[src/rtl/serial_right_shifter_pkg.sv]
// serial_right_shifter_pkg: shared shifter defaults and state encoding
package serial_right_shifter_pkg;
  localparam int unsigned DATA_W_DEF = 32;
  localparam int unsigned SHAMT_W_DEF = 5;
  typedef enum logic [1:0] {S_IDLE, S_SHIFT, S_DONE} state_t;
endpackage

[src/rtl/serial_right_shifter_shift_step.sv]
// serial_right_shifter_shift_step: one-bit right shift with caller-supplied fill bit
module serial_right_shifter_shift_step #(
  parameter int unsigned DATA_W = 32
) (
  input  logic [DATA_W-1:0] data_i,
  input  logic              fill_i,
  output logic [DATA_W-1:0] data_o
);
  assign data_o = {fill_i, data_i[DATA_W-1:1]};
endmodule

[src/rtl/serial_right_shifter.sv]
// serial_right_shifter: multi-cycle logical/arithmetic right shift, one bit per cycle
module serial_right_shifter
  import serial_right_shifter_pkg::*;
#(
  parameter int unsigned DATA_W = DATA_W_DEF,
  parameter int unsigned SHAMT_W = SHAMT_W_DEF
) (
  input  logic               clk_i,
  input  logic               rst_i,
  input  logic               start_i,
  input  logic [DATA_W-1:0]  data_i,
  input  logic [SHAMT_W-1:0] shamt_i,
  input  logic               arith_i,
  output logic               busy_o,
  output logic               done_o,
  output logic [DATA_W-1:0]  data_o
);
  state_t state;
  logic [DATA_W-1:0] work, work_nxt;
  logic [SHAMT_W-1:0] cnt;
  logic fill;
  serial_right_shifter_shift_step #(.DATA_W(DATA_W)) u_step (
    .data_i(work),
    .fill_i(fill),
    .data_o(work_nxt)
  );
  // a start seen while the done pulse is still out is held off one cycle
  always_ff @(posedge clk_i or negedge rst_i) begin
    if (!rst_i) begin
      state  <= S_IDLE;
      work   <= '0;
      cnt    <= '0;
      fill   <= 1'b0;
      busy_o <= 1'b0;
      done_o <= 1'b0;
      data_o <= '0;
    end else begin
      done_o <= 1'b0;
      case (state)
        S_IDLE: if (start_i && !done_o) begin
          work   <= data_i;
          cnt    <= shamt_i;
          fill   <= arith_i & data_i[DATA_W-1];
          busy_o <= 1'b1;
          state  <= (shamt_i != '0) ? S_SHIFT : S_DONE;
        end
        S_SHIFT: begin
          work <= work_nxt;
          cnt  <= cnt - 1'b1;
          if (cnt == SHAMT_W'(1)) state <= S_DONE;
        end
        S_DONE: begin
          data_o <= work;
          done_o <= 1'b1;
          busy_o <= 1'b0;
          state  <= S_IDLE;
        end
        default: state <= S_IDLE;
      endcase
    end
  end
endmodule

[config.mk]
export PLATFORM = sky130hd
export DESIGN_NAME = serial_right_shifter
export DESIGN_NICKNAME = d
export VERILOG_FILES = /design/src/rtl/serial_right_shifter_pkg.sv /design/src/rtl/serial_right_shifter_shift_step.sv /design/src/rtl/serial_right_shifter.sv
export SDC_FILE = /design/constraint.sdc
export NUM_CORES = 1
export LEC_CHECK = 0
export ABC_AREA = 1
export CAP_MARGIN = 20
export CORE_MARGIN = 5
export CORE_UTILIZATION = 40
export DETAILED_ROUTE_END_ITERATION = 8
export GPL_TIMING_DRIVEN = 1
export PLACE_DENSITY = 0.76
export RECOVER_POWER = 25
export SYNTH_ARGS = -nofsm -noshare
export SYNTH_HDL_FRONTEND = slang
export SYNTH_SLANG_ARGS = --single-unit
[constraint.sdc]
create_clock -name clk_i -period 1.9 [get_ports clk_i]
set_input_delay 0.38 -clock clk_i [delete_from_list [all_inputs] [get_ports clk_i]]
set_output_delay 0.38 -clock clk_i [all_outputs]
set_load 0.005 [all_outputs]
==> flow_metrics.tcl, run 1 <==
set metrics [dict create \
    status "finished clean" \
    yosys.area_share.adder_pct 0.756 \
    fill_cells 765 \
    max_stage_delay_ps 540 \
    crit_family "buffers and inverters" \
    max-vdd-ir-drop_mv 1.16 \
    core_mm2 0.00813 \
    synth_seq_cells 74 \
    synth_cell_types 20 \
    gp_congestion 0.843 \
    cts-root-buf "clkbuf_8" \
    path_class "register to output port" \
    syn-num-nets 432 \
    die_h_um 101 \
    rows 33 \
    wire_per_inst_um 12.2 \
    synth-simple-area-share_pct 17.8 \
    ctsResizeCount 0 \
    layout-drive-gt1-share_pct 6.05 \
    cts_max_path_buffers 2 \
    place.detailed.hpwl_um 4900 \
    antenna_cells 0 \
    clkSinkCount 74 \
    cp.required_ps 1520 \
    hold-worst-slack_ps 182 \
    firstDrtPassIters 4 \
    rsz0062_at_grt "no" \
    crit_buf_inv 1 \
    vias 2633 \
    period_share_pct 84.8 \
    syn_to_final_growth_pct 30.7 \
    cts.clk_slew.worst_paths_ps 80 \
    fmax_mhz 621 \
    routed_wl_um 6930 \
    ys.flop_type "dfrtp_1" \
    insertion_delay_ps 330 \
    h-tree-depth 3 \
    finalMaxSlewViolations 0 \
    track_usage_pct 14.2 \
    yosys_warnings 0 \
    fin_nets 501 \
    synthCells 389 \
    initial_core_util_pct 40.7 \
    async_flop_share_pct 100 \
    min_path_type "input pin to asynchronous set/reset pin" \
    grt_pass1_vias 2593 \
    tritoncts "done" \
    path_cells "clkdlybuf4s50_1" \
    post-route-drc-count 0 \
    period_minus_slack_ps 1610 \
    max_slew_margin_pct 35.0 \
    die-area_mm2 0.0102 \
    cap_violations 0 \
    end_kind "output port" \
    hold_buffers 0 \
    grt_overflow 0 \
    pin_count 75 \
    grt_start_max_net_pins 66 \
    synth_xor_area_share_pct 0 \
    synth_compound_area_share_pct 15.3 \
    power_density_mw_per_mm2 1600 \
    synthMuxAreaShare_pct 0 \
    synth_top_family_by_area "simple AND/OR/NAND/NOR gates" \
    arrival_ps 1230 \
    grt_pass1_wl_um 11600 \
    syn_avg_cell_area_um2 8.51 \
    startpoint_type "register" \
    worst_slew_pin_slew_ps 975 \
    slowest_stage "clkdlybuf4s50_1" \
    port-buffer-count 74 \
    cts_made_buffers 9 \
    drt.antenna.violating_nets 0 \
    antenna_found_initial 0 \
    setup_tns_ps 0 \
    hold_viol 0 \
    drtIter0Drc 108 \
    finalSetupViolations 0 \
    power.leakage_nw 2.02 \
    synth_edf_count 0 \
    ys_seq_area_share_pct 55.9 \
    skew_ps 10.9 \
    avgViaCountPerCell 4.64 \
    synth_area_mm2 0.00331 \
    cp_max_fo 2 \
    postCtsSetupBuffers 0 \
    die_width_um 101 \
]
[placed cells by master, fill, tap and decap left out]
cell type / netlist / layout
clkbuf_1: 1 / 1
nand2_2: 1 / 1
o21ai_1: 28 / 28
nand3_1: 7 / 7
nand4_1: 1 / 1
nand2_4: 1 / 1
clkdlybuf4s50_1: 0 / 73
bufinv_16: 0 / 2
clkbuf_2: 1 / 1
dfrtp_1: 74 / 74
clkinv_2: 0 / 1
inv_2: 1 / 1
buf_4: 4 / 1
clkinvlp_4: 0 / 1
nand3_4: 1 / 1
ha_1: 2 / 2
clkbuf_8: 0 / 9
nand2_1: 126 / 126
buf_12: 0 / 5
nor2_2: 2 / 2
o21ai_0: 73 / 73
inv_6: 0 / 1
clkinv_4: 0 / 1
inv_1: 43 / 43
nor2_1: 6 / 6
nor3_1: 1 / 1
[synth_stat cells, types with 2 or more instances]
cell     number  area share [%]
o21ai_1      28             4.2
nand3_1       7             1.1
dfrtp_1      74              56
ha_1          2            0.76
buf_4         4            0.91
nor2_1        6            0.68
inv_1        43             4.9
buf_2         7             1.1
nand2_1     126              14
o21ai_0      73              11
nor2_2        2            0.38
buf_6         9             3.1
[path summary, 6_finish.rpt]
check	cells after the start	slack, ps	end	startpoint
setup / recovery	1	290	data_o[31]	data_o[31]$_DFFE_PN0P_
min in group clk_i	2	490	data_o[14]$_DFFE_PN0P_	data_o[14]$_DFFE_PN0P_
hold / removal	1	180	data_o[7]$_DFFE_PN0P_	rst_i
setup reg to reg	6	570	work[11]$_DFFE_PN0P_	state[0]$_DFFE_PN0P_
max in group asynchronous	2	970	busy_o$_DFFE_PN0P_	rst_i
hold reg to reg	2	490	data_o[14]$_DFFE_PN0P_	data_o[14]$_DFFE_PN0P_
[logic make-up (layout without fill, tap and decap cells)]
| group | Yosys count | count (layout) |
|---|---|---|
| AO/OA/AOI/OAI | 101 | 101 |
| AND/OR/NAND/NOR | 146 | 146 |
| adder cells (fa/ha/maj) | 2 | 2 |
| buffers and inverters | 66 | 140 |
| flip-flops | 74 | 74 |
[flip-flops by register name, indices dropped and copies added (netlist names)]
name,count
state,2
busy_o,1
work,32
fill,1
cnt,5
done_o,1
data_o,32
[layer usage]
| layer | vias to the layer above | part of all wire (%) | track usage (%) |
|---|---|---|---|
| li1 | 1363 | - | - |
| met1 | 1204 | 46 | 18.8 |
| met2 | 62 | 48 | 23.1 |
| met3 | 4 | 4.7 | 3.11 |
| met4 | 0 | 0.56 | 4.91 |
| met5 | - | 0 | 0 |
[worst reg2reg max path, stage by stage, from the launching register on]
cell and delay (ps):
dfrtp_1 440, nor2_2 200, nand3_4 160, nand2_4 130, buf_12 180, nand2_1 70, o21ai_0 70
[cell type report]
type | count | area [um2] | share of cell area [%]
tap | 105 | 131 | 3.03
clock inverter | 6 | 90.1 | 2.08
sequential | 74 | 1850 | 42.8
clock buffer | 10 | 128 | 2.95
timing repair buffer | 80 | 843 | 19.5
inverter | 44 | 165 | 3.82
multi-input combinational | 249 | 1120 | 25.9
[report_power, final]
group	total [W]	leakage (nW)	switching, W	internal, W
sequential	0.00252	0.941	0.000278	0.00224
combinational	0.00308	0.973	0.00173	0.00136
clock	0.00134	0.107	0.000593	0.000745
[stage by stage]
stage | instance area (um2) | cells | worst slack, ps | utilization (%) | power (W)
after floorplan | 3310 | 389 | 730 | - | 0.00468
after global placement | 4110 | 552 | 339 | 50.6 | 0.00553
after detailed placement | 4110 | 552 | 257 | 50.6 | 0.00566
after CTS | 4330 | 568 | 260 | 53.3 | 0.00703
after global routing | 4330 | 568 | 231 | 53.2 | 0.00759
final | 4330 | 568 | 290 | 53.2 | 0.00694
Power figures use the tool's default switching activity.
==> inputs of run 2 (changes only) <==
--- a/config.mk
+++ b/config.mk
@@ -11,7 +11,7 @@
 export CORE_UTILIZATION = 40
 export DETAILED_ROUTE_END_ITERATION = 8
 export GPL_TIMING_DRIVEN = 1
-export PLACE_DENSITY = 0.76
+export PLACE_DENSITY = 0.78
 export RECOVER_POWER = 25
 export SYNTH_ARGS = -nofsm -noshare
 export SYNTH_HDL_FRONTEND = slang
==> constraint.sdc (replaced) <==
create_clock -name clk_i -period 1.38 [get_ports clk_i]
set_input_delay 0.276 -clock clk_i [delete_from_list [all_inputs] [get_ports clk_i]]
set_output_delay 0.276 -clock clk_i [all_outputs]
set_load 0.005 [all_outputs]
==> flow_metrics.tcl, run 2 (synthesized netlist as in run 1, its figures left out) <==
set metrics [dict create \
    status "finished clean" \
    pwr-share-seq_pct 36.0 \
    tritoncts "done" \
    cap_violations 0 \
    power_density_mw_per_mm2 2180 \
    crit_family "flip-flops" \
    vias 2683 \
    gp_congestion 0.792 \
    insertion_delay_ps 330 \
    power.leakage_nw 2.21 \
    timing.critical_path.from "data_o[1]$_DFFE_PN0P_" \
    end_kind "output port" \
    post-route-drc-count 0 \
    die-area_mm2 0.0102 \
    crit_buf_inv 1 \
    preCtsSetupSlack_ps -60.6 \
    drtIter0Drc 85 \
    grt_overflow 0 \
    most-common-layout-cells "nand2_1 (126), dfrtp_1 (73), o21ai_0 (70)" \
    layout-drive-gt1-share_pct 8.82 \
    finalMaxSlewViolations 0 \
    fmax_mhz 780 \
    fill_cells 764 \
    wire_per_inst_um 11.9 \
    syn_to_final_growth_pct 33.1 \
    avgViaCountPerCell 4.62 \
    drt.antenna.violating_nets 0 \
    path_cells "dlygate4sd2_1" \
    cts.clk_slew.worst_paths_ps 80 \
    r2r_slack_ps 130 \
    rows 33 \
    cts_made_buffers 9 \
    core_mm2 0.00813 \
    final_common_cell "nand2_1" \
    cts_max_path_buffers 2 \
    pin_count 75 \
    switching_share_pct 37.6 \
    period_minus_slack_ps 1280 \
    port-buffer-count 74 \
    h-tree-depth 3 \
    critPathCapture "data_o[1]" \
    max-vdd-ir-drop_mv 1.14 \
    initial_core_util_pct 40.7 \
    firstDrtPassIters 4 \
    antenna_found_initial 0 \
    hold_viol 0 \
    antenna_cells 0 \
    grt_pass1_vias 2734 \
    die_width_um 101 \
    skew_ps 6.31 \
    cp_max_fo 2 \
    max_slew_margin_pct 54.8 \
    finalSetupViolations 0 \
    track_usage_pct 14.5 \
    crit_cells 1 \
    place.detailed.hpwl_um 4680 \
    cts-root-buf "clkbuf_8" \
    pwr-share-comb_pct 44.5 \
    pwr-share-clk_pct 19.5 \
    die_h_um 101 \
    slowest_stage "dfrtp_1" \
    path_class "register to output port" \
    fin_ws_ps 97.2 \
    routed_wl_um 6930 \
    p_int_w 0.00601 \
    grt_start_max_net_pins 75 \
    post-route-util_pct 54.2 \
    p_sw_w 0.00362 \
    startpoint_type "register" \
    min_path_type "register to register" \
    setup_tns_ps 0 \
    timing.rr.end "work[16]$_DFFE_PN0P_" \
    period_share_pct 93.0 \
    rsz0062_at_grt "no" \
    max_stage_delay_ps 400 \
    cp.required_ps 1100 \
    multi_input_area_mm2 0.00112 \
    fin_nets 514 \
    grt_pass1_wl_um 11900 \
    worst_slew_pin_slew_ps 678 \
    reg_top3 "data_o: 32 flops, work: 32 flops, cnt: 5 flops" \
    reg2reg_from "state[1]$_DFFE_PN0P_" \
    arrival_ps 1010 \
    regArea_mm2 0.00185 \
    clkSinkCount 74 \
    reg2reg_depth 7 \
]
## run 2: cell count changes in the layout (fill, tap and decap cells not counted), sizes merged
cell / change
buf: +12
clkdlybuf4s50: -34
clkinv: +1
dlygate4sd2: +34
dlygate4sd3: +1
inv: -1
## run 2: how the worst min path moves through the flow
stage,depth (start not counted),end,start
6_report,2,data_o[10]$_DFFE_PN0P_,data_o[10]$_DFFE_PN0P_
5_1_grt,3,fill$_DFFE_PN0P_,arith_i
4_1_cts,2,busy_o$_DFFE_PN0P_,busy_o$_DFFE_PN0P_
3_5_place_dp,2,data_o[5]$_DFFE_PN0P_,rst_i
3_3_place_gp,2,data_o[5]$_DFFE_PN0P_,rst_i
2_1_floorplan,0,busy_o$_DFFE_PN0P_,rst_i
## run 2: metal layers
metal  up-vias  track usage, %  wire length, um
met1      1210            18.9             3340
met4         0            5.73              140
met2        64            23.6             3140
met5         -               0                0
li1       1392               -                -
met3        17            2.98              320
## run 2: cell type report
cell class	instances	area share [%]
clock buffer	10	3.12
clock inverter	6	2.04
tap	105	2.98
inverter	44	3.75
sequential	74	42.0
multi-input combinational	249	25.5
timing repair buffer	93	20.6
## run 2: timing repair
| item | in CTS | in global routing |
|---|---|---|
| hold buffers | 1 | 0 |
| resized for setup | 34 | 5 |
| setup endpoints to repair | 34 | 33 |
| pin swaps | 0 | 1 |
| buffers inserted | 9 | 2 |
| hold endpoints to repair | 74 | 0 |
## run 2: stage by stage
step	area [um2]	total power (W)	cells	hold WS (ps)
final	4410	0.00963	581	479
after global routing	4410	0.0106	581	507
after CTS	4400	0.00969	579	485
after detailed placement	4130	0.00788	553	329
after global placement	4130	0.00771	553	322
after floorplan	3310	0.00644	389	-19.6
## run 2: power by group through the flow
stage	sequential, W	combinational [W]	clock, W
floorplan	0.00348	0.00296	0
global placement	0.00348	0.00423	0
detailed placement	0.00352	0.00437	0
CTS	0.00346	0.00428	0.00195
global route	0.00358	0.00497	0.00201
finish	0.00346	0.00428	0.00188
==> inputs of run 3 (changes only) <==
--- a/config.mk
+++ b/config.mk
@@ -6,13 +6,13 @@
 export NUM_CORES = 1
 export LEC_CHECK = 0
 export ABC_AREA = 1
-export CAP_MARGIN = 20
 export CORE_MARGIN = 5
 export CORE_UTILIZATION = 40
 export DETAILED_ROUTE_END_ITERATION = 8
 export GPL_TIMING_DRIVEN = 1
 export PLACE_DENSITY = 0.78
-export RECOVER_POWER = 25
+export RECOVER_POWER = 100
+export REMOVE_ABC_BUFFERS = 1
 export SYNTH_ARGS = -nofsm -noshare
 export SYNTH_HDL_FRONTEND = slang
 export SYNTH_SLANG_ARGS = --single-unit
==> flow_metrics.tcl, run 3 (synthesized netlist as in run 1, its figures left out) <==
set metrics [dict create \
    status "finished clean" \
    die-area_mm2 0.0102 \
    gp_congestion 0.762 \
    post-route-util_pct 53.9 \
    clkSinkCount 74 \
    grt_pass1_wl_um 12700 \
    place.detailed.hpwl_um 5160 \
    skew_ps 9.18 \
    insertion_delay_ps 330 \
    cts_max_path_buffers 2 \
    tritoncts "done" \
    top_layer "met4" \
    max_slew_margin_pct 55.6 \
    period_share_pct 92.9 \
    hold_viol 0 \
    power_density_mw_per_mm2 2130 \
    antenna_found_initial 0 \
    syn_to_final_growth_pct 32.3 \
    grt_pass1_vias 2792 \
    port-buffer-count 74 \
    rsz0062_at_grt "no" \
    wire_per_inst_um 12.6 \
    min_path_type "register to register" \
    firstDrtPassIters 4 \
    initial_core_util_pct 40.7 \
    finalSetupViolations 0 \
    startpoint_type "register" \
    track_usage_pct 15.4 \
    cp_max_fo 28 \
    max-vdd-ir-drop_mv 0.951 \
    die_width_um 101 \
    cap_violations 0 \
    final_common_cell "nand2_1" \
    drt.antenna.violating_nets 0 \
    antenna_cells 0 \
    wl_met3_um 380 \
    reg_top3 "data_o: 32 flops, work: 32 flops, cnt: 5 flops" \
    layout-drive-gt1-share_pct 9.00 \
    rows 33 \
    arrival_ps 1530 \
    fill_cells 766 \
    cts.clk_slew.worst_paths_ps 70 \
    post-route-drc-count 0 \
    wl_met2_um 3520 \
    power.leakage_nw 2.21 \
    pin_count 75 \
    setup_tns_ps 0 \
    period_minus_slack_ps 1280 \
    grt_start_max_net_pins 42 \
    fmax_mhz 780 \
    regArea_mm2 0.00185 \
    avgViaCountPerCell 4.78 \
    finalMaxSlewViolations 0 \
    cts_made_buffers 9 \
    cts-root-buf "clkbuf_8" \
    end_kind "register" \
    fin_nets 518 \
    cp.required_ps 1630 \
    vias 2789 \
    met1Wirelength_um 3330 \
    h-tree-depth 3 \
    worst_slew_pin_slew_ps 667 \
    core_mm2 0.00813 \
    multi_input_area_mm2 0.00113 \
    drtIter0Drc 82 \
    grt_overflow 0 \
    most-common-layout-cells "nand2_1 (126), o21ai_0 (80), dfrtp_1 (74)" \
    die_h_um 101 \
    path_class "register to register" \
    routed_wl_um 7320 \
]
[run 3: cell count changes in the layout (fill, tap and decap cells not counted), sizes merged]
cell / delta
buf: +2
clkbuf: +2
bufinv: -1
clkinvlp: -1
[run 3: cell type report]
type	instances	share of cell area, %
clock buffers	10	2.91
clock inverters	4	1.03
inverters	44	3.77
multi-input cells	249	25.8
flip-flops and latches	74	42.2
well taps	105	3.00
repair buffers	97	21.3
[run 3: timing repair]
item | CTS | global route
hold buffers | 1 | 0
setup buffers | 8 | 2
cloned | 0 | 0
endpoints found under the setup margin | 39 | 6
pin swaps | 0 | 1
endpoints found under the hold margin | 24 | 0
gates resized for setup | 35 | 2
[run 3: critical path: stages, from the launching register on]
cell,delay (ps)
dfrtp_1,490
nand2_4,160
buf_8,200
o21ai_0,200
nand2_1,70
o21ai_0,80
[run 3: through the flow]
step	instance area (um2)	power [W]	instances	hold WS, ps	setup slack (ps)
floorplan	3140	0.00591	367	-19.6	-493
global placement	4180	0.00784	558	201	-39.4
detailed placement	4180	0.00804	558	209	-78.3
CTS	4390	0.00952	581	401	57.5
global route	4380	0.0103	583	505	2.53
finish	4380	0.00936	583	484	97.5
[run 3: where the power goes]
group,internal (W),switching (W)
Clock,0.000807,0.000747
Sequential,0.00309,0.000392
Combinational,0.00183,0.00249
[run 3: final timing paths]
path,slack [ps],depth (start not counted),to,startpoint
min in group asynchronous,520,2,work[4]$_DFFE_PN0P_,rst_i
worst max register to register,100,5,work[11]$_DFFE_PN0P_,state[0]$_DFFE_PN0P_
worst min-delay path,480,2,data_o[2]$_DFFE_PN0P_,data_o[2]$_DFFE_PN0P_
worst max-delay path,100,5,work[11]$_DFFE_PN0P_,state[0]$_DFFE_PN0P_
worst min register to register,480,2,data_o[2]$_DFFE_PN0P_,data_o[2]$_DFFE_PN0P_
max in group asynchronous,180,3,work[31]$_DFFE_PN0P_,rst_i
[run 3: routing by layer]
metal	vias to the layer above	global-route usage, %
li1	1400	-
met1	1318	19.7
met2	63	25.5
met3	8	3.74
met4	0	5.32
met5	-	0
==> edit 1 (flow settings as in run 2) <==
Re-encode `state_t` (3 states) as one-hot, 3 bits wide.
--- a/src/rtl/serial_right_shifter_pkg.sv
+++ b/src/rtl/serial_right_shifter_pkg.sv
@@ -4,3 +4,3 @@
   localparam int unsigned SHAMT_W_DEF = 5;
-  typedef enum logic [1:0] {S_IDLE, S_SHIFT, S_DONE} state_t;
+  typedef enum logic [2:0] {S_IDLE = 3'b001, S_SHIFT = 3'b010, S_DONE = 3'b100} state_t;
 endpackage
Function: same outputs for any inputs over 10 cycles, from zero or initial values and one cycle with rst_i low; not proved beyond that.
==> edit 1 against run 2 <==
The flow now finishes with violations (negative setup slack); register-to-register slack got worse by 0.29 ns; routed wire length rose by 74%; synthesized area rose by 5.0%; cell area rose by 32%; fmax fell by 16%; global-route usage rose by 6.1 points; clock skew rose by 0.0092 ns; count of clock-buffer cells in the layout rose by 1; setup slack got worse by 0.25 ns; sequential cell count rose by 1; power rose by 27%; final cell count rose by 18%; clock power fell by 5%; largest power group unchanged.
==> edit 1: results (changes against run 2) <==
crit_start: "state[0]"  # was data_o[1]
pwr-share-seq_pct: 31.5  # was 36.0%
dp_cells: 612  # was 553
hold_start: "data_o[16]"  # was data_o[10]
wl_per_cell_um: 17.7  # was 11.9 um
setup_ws_ns: -0.155  # was 0.0972 ns
port-buffer-count: 74  # unchanged
nets: 615  # was 514
n_fill_cell: 648  # was 764
setup_violations: 65  # was 0
grt_pass1_vias: 3408  # was 2734
clock_skew_ns: 0.0155  # was 0.00631 ns
status: "finished, violations left"  # was completed
post_cts_buffers: 26  # was 9
powerComb_mw: 6.59  # was 4.28 mW
placed_area_mm2: 0.00443  # was 0.00413 mm2
track_usage_pct: 20.6  # was 14.5%
ys_seq_area_share_pct: 54.0  # was 55.9%
grt_pass1_wl_mm: 16.6  # was 11.9 mm
timing.hold.ws_ns: 0.481  # was 0.479 ns
synth.avg_cell_area_um2: 8.09  # was 8.51 um2
slew_headroom_pct: 47.8  # was 54.8%
layout-drive-gt1-share_pct: 33.9  # was 8.82%
max-vdd-ir-drop_uv: 1040  # was 1140 uV
grt_max_degree: 45  # was 75
antenna_found_initial: 0  # unchanged
synth.area.top_cells: "dfrtp_1 (53%), nand2_1 (20%), o21ai_0 (9.6%), inv_1 (4.4%), nand2_2 (1.8%)"  # was dfrtp_1 (56%), nand2_1 (14%), o21ai_0 (11%), inv_1 (4.9%), o21ai_1 (4.2%)
final_cells: 684  # was 581
worstHoldEndpoint: "data_o[16]"  # was data_o[10]
arrival_ns: 1.81  # was 1.01 ns
setup-tns-final_ns: -4.56  # was 0 ns
p_switching_mw: 5.04  # was 3.62 mW
leakage_nw: 3.02  # was 2.21 nW
place_hpwl_mm: 5.47  # was 4.68 mm
violations: "negative setup slack"
critPathCapture: "work[1]"  # was data_o[1]
post_cts_resized: 111  # was 34
==> edit 1: changes by cell type in the layout (fill, tap and decap cells not counted), moves of 5 or more <==
cell / before / now
nor2_4: 0 / 8
nand2_2: 0 / 55
nand2_8: 0 / 10
buf_4: 12 / 25
o21ai_2: 0 / 18
nand2_4: 2 / 9
buf_6: 1 / 15
o21ai_1: 31 / 15
clkbuf_16: 0 / 8
buf_16: 0 / 5
o21ai_0: 70 / 31
nand2_1: 126 / 134
==> edit 1: layer usage <==
layer  vias to the layer above  GRT usage, %  wire [um]
met2                       146          36.2       6260
met1                      1725          25.7       4590
met5                         -             0          0
li1                       1638             -          -
met4                         0          5.78        376
met3                        41          4.09        847
==> edit 1: layout make-up <==
class | count | area [um2] | area share (%)
multi-input cells | 303 | 1840 | 31.6
clock inverters | 4 | 50.0 | 0.858
clock buffers | 11 | 151 | 2.60
flip-flops and latches | 75 | 1880 | 32.2
inverters | 44 | 165 | 2.83
well taps | 108 | 135 | 2.32
repair buffers | 139 | 1610 | 27.6
==> edit 1: metrics by stage <==
| stage | setup WS [ns] | power, mW |
|---|---|---|
| final | -0.155 | 12.2 |
| after global routing | -0.180 | 13.0 |
| after CTS | -0.111 | 11.1 |
| after detailed placement | -0.635 | 7.78 |
| after global placement | -0.543 | 7.60 |
| after floorplan | 0.139 | 6.11 |
==> edit 1: critical path, stage by stage, from the launching register on <==
cell and delay (ns):
dfstp_2 0.56, buf_6 0.12, nand2_4 0.05, nor2_4 0.21, buf_12 0.15, nand2_8 0.10, nand2_8 0.13, nand2_2 0.07
nand2_1 0.08
==> edit 1: kinds of logic after synthesis <==
family                   synth area share, %
AND/OR/NAND/NOR                         26.7
buffers and inverters                   8.85
flip-flops                              54.0
AO/OA/AOI/OAI                           9.78
adder cells (fa/ha/maj)                0.719
==> edit 2 (flow settings as in run 2) <==
Made on the original files. The package constant `DATA_W_DEF` goes from 32 to 64.
--- a/src/rtl/serial_right_shifter_pkg.sv
+++ b/src/rtl/serial_right_shifter_pkg.sv
@@ -2,3 +2,3 @@
 package serial_right_shifter_pkg;
-  localparam int unsigned DATA_W_DEF = 32;
+  localparam int unsigned DATA_W_DEF = 64;
   localparam int unsigned SHAMT_W_DEF = 5;
Ports: changed (resized data_i and data_o); port bits go from 75 to 139. The function was not compared with the original's and may differ.
==> edit 2 against run 2 <==
Power up 110%; routed wire length grew 120%; sequential cell count rose by 64; first-iteration DRC count rose to 4.1 times the old value; synthesized area is 81% higher; global-route usage is 2.0 points higher; cell area increased by 90%; setup slack lost 0.067 ns.
==> edit 2: results (changes against run 2) <==
status: "completed"  # unchanged
insertion_delay_ns: 0.41  # was 0.33 ns
cts_made_buffers: 17  # was 9
yosys-top-cells-count: "nand2_1 (220), dfrtp_1 (138), o21ai_1 (99), o21ai_0 (97), inv_1 (72)"  # was nand2_1 (126), dfrtp_1 (74), o21ai_0 (73), inv_1 (43), o21ai_1 (28)
grt_pass1_wl_mm: 23.9  # was 11.9 mm
clock_path_buffers: 2  # unchanged
syn_inst: 697  # was 389
reg_top3: "data_o (64), work (64), cnt (5)"  # was data_o (32), work (32), cnt (5)
nets: 917  # was 514
cts_root_buffer: "clkbuf_16"  # was clkbuf_8
synth.area.top_cells: "dfrtp_1 (58%), nand2_1 (14%), o21ai_1 (8.3%), o21ai_0 (8.1%), inv_1 (4.5%)"  # was dfrtp_1 (56%), nand2_1 (14%), o21ai_0 (11%), inv_1 (4.9%), o21ai_1 (4.2%)
grt_pass1_vias: 4878  # was 2734
ys_seq_area_share_pct: 57.7  # was 55.9%
r2r_cells: 5  # was 7
synth_ff_type: "dfrtp_1"  # unchanged
track_usage_pct: 16.5  # was 14.5%
max-vdd-ir-drop_uv: 1020  # was 1140 uV
yosysUniqueCellTypes: 21  # was 20
port-buffer-count: 138  # was 74
gp_congestion: 0.799  # was 0.792
drt_wl_total_mm: 15.2  # was 6.93 mm
grt_max_degree: 66  # was 75
first_pass_iters: 4  # unchanged
dp_cells: 991  # was 553
min_path_type: "input pin to asynchronous set/reset pin"  # was register to register
place_hpwl_mm: 9.38  # was 4.68 mm
n_fill_cell: 1313  # was 764
leakage_nw: 4.08  # was 2.21 nW
drt_iter0_markers: 352  # was 85
vias_per_cell: 4.90  # was 4.62
cpMaxStageDelayCell: "dfrtp_1"  # unchanged
clock_skew_ns: 0.00718  # was 0.00631 ns
clk_pin_slew_ns: 0.06  # was 0.08 ns
antennaDiodeCount: 0  # unchanged
htree_levels: 4  # was 3
tightest_slew_ns: 0.360  # was 0.678 ns
synth_fp_nets: 772  # was 432
final_cells: 1039  # was 581
layout-drive-gt1-share_pct: 8.89  # was 8.82%
async_flop_share_pct: 100  # unchanged
dpl_worst_slack_ns: -0.177  # was -0.0606 ns
critical_path_peak_fanout: 2  # unchanged
antenna_found_initial: 0  # unchanged
placed_area_mm2: 0.00757  # was 0.00413 mm2
arrival_ns: 1.07  # was 1.01 ns
-- edit 2: power by group --
group	switching (mW)	leakage, nW	internal [mW]
logic	5.18	2.03	3.95
registers	0.771	1.76	5.92
clock network	1.64	0.297	3.03
total	7.59	4.08	12.9
-- edit 2: through the flow --
| stage | utilization [%] | TNS [ns] |
|---|---|---|
| 2_1_floorplan | - | 0 |
| 3_3_place_gp | 51.9 | -7.45 |
| 3_5_place_dp | 51.9 | -9.10 |
| 6_report | 57.5 | 0 |
| 4_1_cts | 56.0 | 0 |
| 5_1_grt | 57.5 | -0.617 |
-- edit 2: cell families (layout without fill, tap and decap cells) --
| group | after synthesis | count (layout) | synth area share (%) |
|---|---|---|---|
| compound gates | 197 | 197 | 16.5 |
| buf+inv | 117 | 275 | 9.26 |
| flops | 138 | 138 | 57.7 |
| simple gates | 243 | 243 | 16.1 |
| fa+ha+maj | 2 | 2 | 0.418 |
-- edit 2: repair_timing --
item	4_1_cts	5_1_grt
pin swaps	0	2
resized for setup	74	38
gates cloned	0	6
buffers inserted	5	4
setup endpoints to repair	69	78
hold buffers	1	0
endpoints found under the hold margin	32	0
-- edit 2: area by class of cell --
| type | instances | area share, % |
|---|---|---|
| Clock buffer | 25 | 5.91 |
| Timing Repair Buffer | 169 | 21.2 |
| Tap cell | 184 | 2.75 |
| Multi-Input combinational cell | 442 | 24.2 |
| Sequential cell | 138 | 41.2 |
| Clock inverter | 7 | 1.34 |
| Inverter | 74 | 3.37 |
-- edit 2: routing by layer --
metal	part of all wire, %	vias to the layer above	track usage (%)	wire length, um
met1	43	2398	21.5	6550
met3	5.6	23	4.35	853
met5	0	-	0	0
met2	49	143	26.0	7460
met4	2.1	0	7.24	318
li1	-	2528	-	-
-- edit 2: path summary, 6_finish.rpt --
path,startpoint,end,slack (ns)
max,data_o[6],data_o[6],0.03
min,rst_i,work[56],0.34
max reg2reg,state[0],work[49],0.04
min reg2reg,busy_o,busy_o,0.47
max in group asynchronous,rst_i,work[2],0.32
min in group clk_i,busy_o,busy_o,0.47
